File: src/rtl/mem_arbiter.sv
// Two-requester arbiter sharing one memory port between fetch and load/store.
// Optional fetch starvation guard is enabled with `define ARB_STARVE_GUARD_EN.
module mem_arbiter #(
  parameter int ADDRSIZE = 8,
  parameter int WORDSIZE = 64,
  parameter int MAXWAIT  = 4
) (
  input  logic                clk,
  input  logic                rst,
  input  logic                if_req,
  input  logic [ADDRSIZE-1:0] if_addr,
  output logic                if_gnt,
  output logic                if_rvalid,
  output logic [WORDSIZE-1:0] if_rdata,
  input  logic                d_req,
  input  logic                d_we,
  input  logic [ADDRSIZE-1:0] d_addr,
  input  logic [WORDSIZE-1:0] d_wdata,
  output logic                d_gnt,
  output logic                d_rvalid,
  output logic [WORDSIZE-1:0] d_rdata,
  output logic                mem_rden,
  output logic                mem_wren,
  output logic [ADDRSIZE-1:0] mem_addr,
  output logic [WORDSIZE-1:0] mem_d,
  input  logic [WORDSIZE-1:0] mem_q
);

  typedef enum logic [1:0] {SEL_NONE, SEL_IF, SEL_D} sel_t;

  sel_t resp_sel, resp_nxt;
  logic if_win, d_win, force_if;

`ifdef ARB_STARVE_GUARD_EN
  logic [3:0] wcnt;

  assign force_if = if_req && (wcnt >= 4'(MAXWAIT));

  // Counts consecutive denied fetch cycles; any fetch grant or idle fetch clears it.
  always_ff @(posedge clk or negedge rst) begin
    if (!rst)                   wcnt <= '0;
    else if (!if_req || if_win) wcnt <= '0;
    else if (wcnt != 4'hF)      wcnt <= wcnt + 4'd1;
  end
`else
  assign force_if = 1'b0;
`endif

  // Reset gates both winners so the memory port and grants stay idle in reset.
  always_comb begin
    d_win  = rst && d_req && !force_if;
    if_win = rst && if_req && !d_win;
  end

  always_comb begin
    if_gnt   = if_win;
    d_gnt    = d_win;
    mem_rden = if_win || (d_win && !d_we);
    mem_wren = d_win && d_we;
    mem_addr = '0;
    mem_d    = '0;
    if (if_win) begin
      mem_addr = if_addr;
    end else if (d_win) begin
      mem_addr = d_addr;
      if (d_we) mem_d = d_wdata;
    end
  end

  always_comb begin
    resp_nxt = SEL_NONE;
    if (if_win)              resp_nxt = SEL_IF;
    else if (d_win && !d_we) resp_nxt = SEL_D;
  end

  always_ff @(posedge clk or negedge rst) begin
    if (!rst) begin
      resp_sel <= SEL_NONE;
      if_rdata <= '0;
      d_rdata  <= '0;
    end else begin
      resp_sel <= resp_nxt;
      if (resp_nxt == SEL_IF) if_rdata <= mem_q;
      if (resp_nxt == SEL_D)  d_rdata  <= mem_q;
    end
  end

  assign if_rvalid = (resp_sel == SEL_IF);
  assign d_rvalid  = (resp_sel == SEL_D);

endmodule

File: config.mk
export PLATFORM = sky130hd
export DESIGN_NAME = mem_arbiter
export DESIGN_NICKNAME = d
export VERILOG_FILES = /design/src/rtl/mem_arbiter.sv
export SDC_FILE = /design/constraint.sdc
export NUM_CORES = 1
export LEC_CHECK = 0
export ABC_AREA = 1
export CORE_UTILIZATION = 25
export DETAILED_ROUTE_END_ITERATION = 16
export HOLD_SLACK_MARGIN = 0.05
export PLACE_DENSITY = 0.6
export SETUP_SLACK_MARGIN = 0.5
export SKIP_CTS_REPAIR_TIMING = 1
export SYNTH_ARGS = -nofsm -noshare
export SYNTH_HDL_FRONTEND = slang
export SYNTH_SLANG_ARGS = --single-unit
File: constraint.sdc
create_clock -name clk -period 1.2 [get_ports clk]
set_input_delay 0.24 -clock clk [delete_from_list [all_inputs] [get_ports clk]]
set_output_delay 0.24 -clock clk [all_outputs]
set_load 0.05 [all_outputs]
Word-level counts from Yosys, hierarchy flattened
Cells that the tools add are included.

Bits of input ports: 149. Bits in registers: 130.

Reductions and logical operators: 8. Equal/unequal tests: 4. Multiplexer cells: 7.

Operators with widths (number): $mux 64 (3); $mux 8 (2); $logic_and 1x1->1 (5); $eq 2x1->1 const B (2); $eq 2x2->1 const B (2); $mux 2 (2); $logic_not 1->1 (2); $logic_or 1x1->1 (1).

Longest topological paths before layout
Gate-level depths: netlist of run 1.

Depth in word-level cells: 5. Depth in mapped cells: 6. Gate-level depth less buffers: 4.

Worst setup path before layout of run 1
No wires, ideal clock.

Kind: input-to-output. Start: input d_we. End: output mem_d[23]. Path slack: -0.434 ns. Required time: 0.960 ns. Stages: 4. Buffers on the path: 2. Arrival time: 1.394 ns. Path through: buf_2 buf_1 nand2_1 nor2_1.

Longest elaborated chain between the ends: 3.

RTL lines: from (decl) (line 16) `input logic d_we,`; $mux 64 (line 66) `if (d_we) mem_d = d_wdata;`; $mux 64 (line 64) `end else if (d_win) begin`; $mux 64 (line 62) `if (if_win) begin`; to (decl) (line 25) `output logic [WORDSIZE-1:0] mem_d,`.

No other way between the ends.

Worst setup path in the final report of run 1
Start: register resp_sel[0]. End: output if_rvalid.

Longest elaborated chain between the ends: 1.

RTL lines: from (decl) (line 31) `sel_t resp_sel, resp_nxt;`; from (signal assigned) (line 82) `resp_sel <= resp_nxt;`; $eq 2x1->1 (line 88) `assign if_rvalid = (resp_sel == SEL_IF);`; to (decl) (line 13) `output logic if_rvalid,`.

No other way between the ends.

==> run_summary.xml, run 1 <==
<?xml version="1.0" encoding="UTF-8"?>
<metrics>
  <group name="die">
    <metric name="die_w" unit="um">157</metric>
    <metric name="initial_core_util" unit="%">25.6</metric>
    <metric name="core_area" unit="sq um">23500</metric>
    <metric name="top_level_port_count" unit="">355</metric>
    <metric name="die_height" unit="um">157</metric>
    <metric name="rows" unit="">56</metric>
    <metric name="area_of_the_die" unit="sq um">24700</metric>
  </group>
  <group name="cts">
    <metric name="path_clk_slew" unit="ns">0.06</metric>
    <metric name="ctsLongestPathBuffers" unit="">2</metric>
    <metric name="cts_root_buf" unit="">clkbuf_16</metric>
    <metric name="number_of_sinks_handled_by_clock_tree_synthesis" unit="">130</metric>
    <metric name="htree_levels" unit="">4</metric>
    <metric name="cts_tree" unit="">built</metric>
    <metric name="cts_inserted_buffers" unit="">17</metric>
    <metric name="clock_insertion_delay_worst_skew" unit="ns">0.42</metric>
  </group>
  <group name="critical_path">
    <metric name="cp-end-kind" unit="">output pin</metric>
    <metric name="cp_slowest_stage_delay" unit="ns">0.40</metric>
    <metric name="setup.worst_path.class" unit="">reg2out</metric>
    <metric name="worst_reg2reg_setup_slack" unit="ns">0.42</metric>
    <metric name="critPathLaunchType" unit="">flop</metric>
    <metric name="worst_r2r_startpoint" unit="">if_rdata[53]$_DFFE_PN0N_</metric>
    <metric name="timing.critical_path.buf_inv" unit="">2</metric>
    <metric name="crit_path_max_fanout" unit="">2</metric>
    <metric name="arrival" unit="ns">1.12</metric>
    <metric name="crit_family" unit="">flip-flops</metric>
    <metric name="required" unit="ns">0.96</metric>
    <metric name="timing.rr.end" unit="">if_rdata[53]$_DFFE_PN0N_</metric>
    <metric name="timing.critical_path.cells" unit="">inv_2 -&gt; nor2_4 -&gt; buf_12</metric>
    <metric name="slowest_stage" unit="">dfrtp_1</metric>
    <metric name="reg2regPathDepth" unit="">3</metric>
  </group>
  <group name="status">
    <metric name="run_status" unit="">complete, but fails checks</metric>
    <metric name="violations" unit="">hold timing, setup timing</metric>
  </group>
  <group name="sta">
    <metric name="skew" unit="ns">0</metric>
    <metric name="worst_slew_pin_slew" unit="ns">0.507</metric>
    <metric name="final-max-slew-violation-count" unit="">0</metric>
    <metric name="fin_worst_hold_slack" unit="ns">-0.0883</metric>
    <metric name="layout_min_cycle_time" unit="ns">1.36</metric>
    <metric name="slew_headroom" unit="%">66.2</metric>
    <metric name="layout_setup_ws" unit="ns">-0.157</metric>
    <metric name="fin_crit_sh" unit="%">113</metric>
    <metric name="hold_violations" unit="">36</metric>
    <metric name="fmax" unit="MHz">737</metric>
    <metric name="finalSetupViolCount" unit="">178</metric>
    <metric name="grt_setup_unrepaired" unit="">true</metric>
  </group>
  <group name="route">
    <metric name="detailed_route_drc_error_count" unit="">0</metric>
    <metric name="drtAntennaViolNets" unit="">0</metric>
    <metric name="wl" unit="mm">29.4</metric>
    <metric name="routed-via-count" unit="">7096</metric>
    <metric name="viasPerCell" unit="">4.76</metric>
    <metric name="wire_per_inst" unit="um">19.7</metric>
    <metric name="detail_route.first_pass.iterations" unit="">4</metric>
    <metric name="drt_first_iter_violations" unit="">332</metric>
  </group>
  <group name="synth">
    <metric name="synth-seq-area-share" unit="%">54.0</metric>
    <metric name="fraction_of_post_synthesis_cell_area_in_the_top_cell_type_by_area" unit="%">54.0</metric>
    <metric name="synth_largest_area_cell" unit="">dfrtp_1</metric>
    <metric name="synth_seq_cells" unit="">130</metric>
    <metric name="post_synth_main_area_contributors" unit="">dfrtp_1, nand2_1, nand4_1, nor2_1, buf_2</metric>
    <metric name="postSynthCellCount" unit="">752</metric>
    <metric name="syn_avg_cell_area" unit="sq um">8.01</metric>
    <metric name="ys_types" unit="">13</metric>
    <metric name="ys_warn_count" unit="">0</metric>
    <metric name="synth_nets" unit="">901</metric>
    <metric name="synthesis.area" unit="sq um">6020</metric>
  </group>
  <group name="final_layout">
    <metric name="layout-area-overhead-vs-synth" unit="%">152</metric>
    <metric name="drive_gt1_share" unit="%">53.6</metric>
    <metric name="regArea" unit="sq um">3410</metric>
    <metric name="final.fill_count" unit="">1822</metric>
    <metric name="multiInputGateArea" unit="sq um">3270</metric>
    <metric name="design.final.nets" unit="">1305</metric>
  </group>
  <group name="global_route">
    <metric name="grt_usage" unit="%">20.9</metric>
    <metric name="global_route.peak_usage_layer" unit="">met2</metric>
    <metric name="antenna_found_initial" unit="">3</metric>
    <metric name="grt_first_pass_wirelength" unit="mm">38.9</metric>
    <metric name="met3_use_gr" unit="%">8.48</metric>
    <metric name="grt_overflow" unit="">0</metric>
    <metric name="grt_max_degree" unit="">46</metric>
    <metric name="met1_usage" unit="%">23.8</metric>
    <metric name="groute.layer.met2.usage" unit="%">35.1</metric>
    <metric name="grt_pass1_vias" unit="">6587</metric>
  </group>
  <group name="run">
    <metric name="drv_cap" unit="">0</metric>
  </group>
  <group name="power">
    <metric name="vdd_drop_max" unit="uV">889</metric>
    <metric name="power.density_cell_area" unit="nW/um^2">1350</metric>
    <metric name="static-leakage-power" unit="nW">7.23</metric>
    <metric name="power" unit="W">0.0205</metric>
  </group>
  <group name="place">
    <metric name="place_hpwl" unit="mm">19.5</metric>
    <metric name="port_buffer_count" unit="">354</metric>
    <metric name="gp_congestion" unit="">0.755</metric>
    <metric name="place_ws" unit="ns">-0.162</metric>
  </group>
  <group name="worst_hold_path">
    <metric name="worstHoldPathType" unit="">in2async</metric>
  </group>
</metrics>
==> layout make-up <==
type,instances,share of cell area (%)
multi-input cells,545,21.6
inverters,7,0.445
clock inverters,11,1.16
clock buffers,21,3.03
flip-flops and latches,130,22.5
repair buffers,453,48.5
repair inverters,2,0.132
diodes,4,0.0660
well taps,319,2.63
==> per-stage QoR <==
step / util, % / hold slack [ns] / instances / setup TNS, ns / cell area, sq um
4_1_cts: 58.7 / -0.232 / 1437 / -16.66 / 13800
5_1_grt: 64.5 / -0.105 / 1491 / -12.53 / 15200
6_report: 64.5 / -0.0883 / 1492 / -5.84 / 15200
2_1_floorplan: - / -0.0556 / 752 / 0 / 7240
3_3_place_gp: 56.0 / 0.223 / 1405 / -19.44 / 13200
3_5_place_dp: 56.0 / 0.225 / 1405 / -20.01 / 13200
==> cell usage in the layout (no fill, tap or decap), types with 32 or more instances in the layout <==
cell,count
nand2_2,60
clkdlybuf4s50_1,65
nand4_1,136
buf_12,234
buf_4,33
clkbuf_16,32
dlymetal6s2s_1,79
nand2_1,256
nor2_4,67
dfrtp_2,128
==> registers in the layout (all words and copies together) (netlist names) <==
signal	count
resp_sel	2
if_rdata	64
d_rdata	64
==> synthesized netlist by cell type <==
cell type  number
clkbuf_1       20
buf_1           6
clkinv_1        1
nand4_1       136
nand3_1         2
buf_4           3
buf_6           4
buf_2          39
dfrtp_1       130
nor2_1         67
inv_1           5
inv_2           1
nand2_1       338
==> worst reg2reg max path, delay by kind of cell, from the launching register on <==
| kind | cells | cell delay (ns) |
|---|---|---|
| buffers and inverters | 1 | 0.14 |
| flip-flops | 1 | 0.42 |
| AND/OR/NAND/NOR | 2 | 0.11 |
==> how the worst max path moves through the flow <==
stage | from | endpoint | slack (ns) | cells after the start
after floorplan | if_req | if_gnt | 0.04 | 5
after global placement | d_wdata[5] | mem_d[5] | -0.17 | 4
after detailed placement | d_req | d_rdata[18]$_DFFE_PN0N_ | -0.16 | 5
after CTS | resp_sel[1]$_DFF_PN0_ | d_rvalid | -0.20 | 3
after global routing | resp_sel[1]$_DFF_PN0_ | d_rvalid | -0.22 | 3
final | resp_sel[0]$_DFF_PN0_ | if_rvalid | -0.16 | 3
==> cells by family after synthesis <==
family	synth area share (%)
simple gates	39.5
buf+inv	6.42
flops	54.0
==> power by group <==
part	leakage (nW)	internal [W]	switching, W
registers	1.47	0.00522	0.000783
logic	5.46	0.00422	0.00465
clock network	0.308	0.00361	0.00203
total	7.23	0.0130	0.00746
==> metal layers <==
metal,up-vias,wire (um)
li1,3313,-
met1,3460,11400
met2,280,14700
met3,43,2610
met4,0,672
met5,-,0
(Power assumes the default switching activity.)
==> run 2: changes to the inputs <==
--- a/config.mk
+++ b/config.mk
@@ -7,4 +7,5 @@
 export LEC_CHECK = 0
 export ABC_AREA = 1
+export CAP_MARGIN = 10
 export CORE_UTILIZATION = 25
 export DETAILED_ROUTE_END_ITERATION = 16
==> constraint.sdc (replaced) <==
create_clock -name clk -period 1.2 [get_ports clk]
set_input_delay 0.24 -clock clk [delete_from_list [all_inputs] [get_ports clk]]
set_output_delay 0.24 -clock clk [all_outputs]
set_load 0.1 [all_outputs]
==> run_summary.xml, run 2 (same netlist as run 1, synthesis figures left out) <==
<?xml version="1.0" encoding="UTF-8"?>
<metrics>
  <group name="status">
    <metric name="run_status" unit="">complete, but fails checks</metric>
    <metric name="violations" unit="">hold timing, setup timing</metric>
  </group>
  <group name="sta">
    <metric name="final-max-slew-violation-count" unit="">0</metric>
    <metric name="fin_worst_hold_slack" unit="ns">-0.0286</metric>
    <metric name="hold_violations" unit="">12</metric>
    <metric name="skew" unit="ns">0</metric>
    <metric name="setup-tns-final" unit="ns">-16.92</metric>
    <metric name="fmax" unit="MHz">722</metric>
    <metric name="layout_setup_ws" unit="ns">-0.185</metric>
    <metric name="fin_crit_sh" unit="%">115</metric>
    <metric name="worst_slew_pin_slew" unit="ns">0.470</metric>
    <metric name="slew_headroom" unit="%">68.7</metric>
    <metric name="finalSetupViolCount" unit="">198</metric>
    <metric name="grt_setup_unrepaired" unit="">true</metric>
    <metric name="layout_min_cycle_time" unit="ns">1.39</metric>
  </group>
  <group name="power">
    <metric name="power.sequential.fraction" unit="%">26.0</metric>
    <metric name="net-switching-power" unit="W">0.0108</metric>
    <metric name="power.density_cell_area" unit="nW/um^2">1480</metric>
    <metric name="static-leakage-power" unit="nW">7.65</metric>
    <metric name="pwr-share-comb" unit="%">50.8</metric>
    <metric name="p_clk_share" unit="%">23.1</metric>
    <metric name="intPower" unit="W">0.0134</metric>
    <metric name="vdd_drop_max" unit="uV">1120</metric>
    <metric name="power_switching_share" unit="%">44.6</metric>
  </group>
  <group name="die">
    <metric name="core_area" unit="sq um">23500</metric>
    <metric name="initial_core_util" unit="%">25.6</metric>
    <metric name="rows" unit="">56</metric>
    <metric name="area_of_the_die" unit="sq um">24700</metric>
    <metric name="die_height" unit="um">157</metric>
    <metric name="top_level_port_count" unit="">355</metric>
    <metric name="die_w" unit="um">157</metric>
  </group>
  <group name="critical_path">
    <metric name="critPathLaunchType" unit="">flop</metric>
    <metric name="required" unit="ns">0.96</metric>
    <metric name="cp-end-kind" unit="">output pin</metric>
    <metric name="setup.worst_path.class" unit="">reg2out</metric>
    <metric name="arrival" unit="ns">1.15</metric>
    <metric name="crit_path_max_fanout" unit="">2</metric>
  </group>
  <group name="final_layout">
    <metric name="finish.cell_count_without_fillers" unit="">1522</metric>
    <metric name="layout.cells.most_common_list" unit="">buf_12, nand2_1, nand4_1</metric>
    <metric name="drive_gt1_share" unit="%">62.9</metric>
    <metric name="layout-area-overhead-vs-synth" unit="%">172</metric>
    <metric name="final_core_util" unit="%">69.6</metric>
    <metric name="largest_registers" unit="">d_rdata (64), if_rdata (64), resp_sel (2)</metric>
    <metric name="design_area" unit="sq um">16400</metric>
    <metric name="final.fill_count" unit="">1644</metric>
    <metric name="leading_cell_type_in_the_layout_fill_and_taps_excluded" unit="">buf_12</metric>
    <metric name="design.final.nets" unit="">1337</metric>
  </group>
  <group name="global_route">
    <metric name="grt_overflow" unit="">0</metric>
    <metric name="grt_pass1_vias" unit="">6736</metric>
    <metric name="grt_usage" unit="%">20.7</metric>
    <metric name="grt_max_degree" unit="">58</metric>
    <metric name="antenna_found_initial" unit="">4</metric>
    <metric name="grt_first_pass_wirelength" unit="mm">39.1</metric>
  </group>
  <group name="route">
    <metric name="drtAntennaViolNets" unit="">0</metric>
    <metric name="detailed_route_drc_error_count" unit="">0</metric>
    <metric name="drt_first_iter_violations" unit="">323</metric>
    <metric name="viasPerCell" unit="">4.87</metric>
    <metric name="routed-via-count" unit="">7413</metric>
    <metric name="detail_route.first_pass.iterations" unit="">4</metric>
    <metric name="wire_per_inst" unit="um">21.4</metric>
    <metric name="wl" unit="mm">32.6</metric>
  </group>
  <group name="run">
    <metric name="drv_cap" unit="">0</metric>
  </group>
  <group name="cts">
    <metric name="cts_root_buf" unit="">clkbuf_16</metric>
    <metric name="ctsLongestPathBuffers" unit="">2</metric>
    <metric name="cts_tree" unit="">built</metric>
    <metric name="clock_insertion_delay_worst_skew" unit="ns">0.41</metric>
    <metric name="path_clk_slew" unit="ns">0.07</metric>
    <metric name="number_of_sinks_handled_by_clock_tree_synthesis" unit="">130</metric>
    <metric name="htree_levels" unit="">4</metric>
    <metric name="cts_inserted_buffers" unit="">17</metric>
  </group>
  <group name="place">
    <metric name="port_buffer_count" unit="">354</metric>
    <metric name="place_inst" unit="">1404</metric>
    <metric name="gp_congestion" unit="">0.767</metric>
    <metric name="placedInstanceArea" unit="sq um">13300</metric>
    <metric name="place_hpwl" unit="mm">19.4</metric>
  </group>
  <group name="worst_hold_path">
    <metric name="worstHoldPathType" unit="">in2async</metric>
  </group>
</metrics>
run 2: critical path, stage by stage (launching register included):
cell,delay [ns]
dfrtp_1,0.39
inv_2,0.06
nor2_4,0.10
buf_12,0.18
run 2: per-layer routing:
| layer | track usage (%) | vias to the layer above | part of all wire, % |
|---|---|---|---|
| met3 | 7.46 | 52 | 8.7 |
| met2 | 36.1 | 316 | 51 |
| met5 | 0 | - | 0.080 |
| li1 | - | 3393 | - |
| met1 | 23.4 | 3648 | 38 |
| met4 | 6.56 | 4 | 2.4 |
run 2: power groups by stage:
stage / registers (W) / clock network, W / logic (W)
after floorplan: 0.0110 / 0 / 0.00185
after global placement: 0.00621 / 0 / 0.0114
after detailed placement: 0.00625 / 0 / 0.0114
after CTS: 0.00618 / 0.00568 / 0.0115
after global routing: 0.00639 / 0.00588 / 0.0126
final: 0.00631 / 0.00561 / 0.0123
run 2: final cells by class:
type                            instances  area, sq um  area share, %
Antenna cell                            2         5.00         0.0306
Clock buffer                           20          467           2.85
Clock inverter                         12          168           1.02
Inverter                                7         62.6          0.382
Multi-Input combinational cell        544         3640           22.2
Sequential cell                       130         3600           22.0
Tap cell                              319          399           2.44
Timing Repair Buffer                  487         8030           49.0
Timing Repair inverter                  1         11.3         0.0687
run 2: worst paths after layout:
| check | slack, ns | startpoint | cells after the start | endpoint |
|---|---|---|---|---|
| max in group asynchronous | 0.82 | rst | 5 | if_rdata[0]$_DFFE_PN0N_ |
| min reg2reg | 0.51 | if_rdata[55]$_DFFE_PN0N_ | 2 | if_rdata[55]$_DFFE_PN0N_ |
| min | -0.03 | rst | 3 | if_rdata[40]$_DFFE_PN0N_ |
| min in group clk | 0.17 | d_req | 4 | if_rdata[52]$_DFFE_PN0N_ |
| max | -0.19 | resp_sel[1]$_DFF_PN0_ | 3 | d_rvalid |
| max reg2reg | 0.46 | d_rdata[23]$_DFFE_PN0N_ | 2 | d_rdata[23]$_DFFE_PN0N_ |
run 2: per-stage QoR:
step | total power (W) | worst slack (ns)
6_report | 0.0242 | -0.185
5_1_grt | 0.0249 | -0.247
4_1_cts | 0.0233 | -0.232
3_3_place_gp | 0.0176 | -0.219
3_5_place_dp | 0.0177 | -0.225
2_1_floorplan | 0.0128 | -0.203
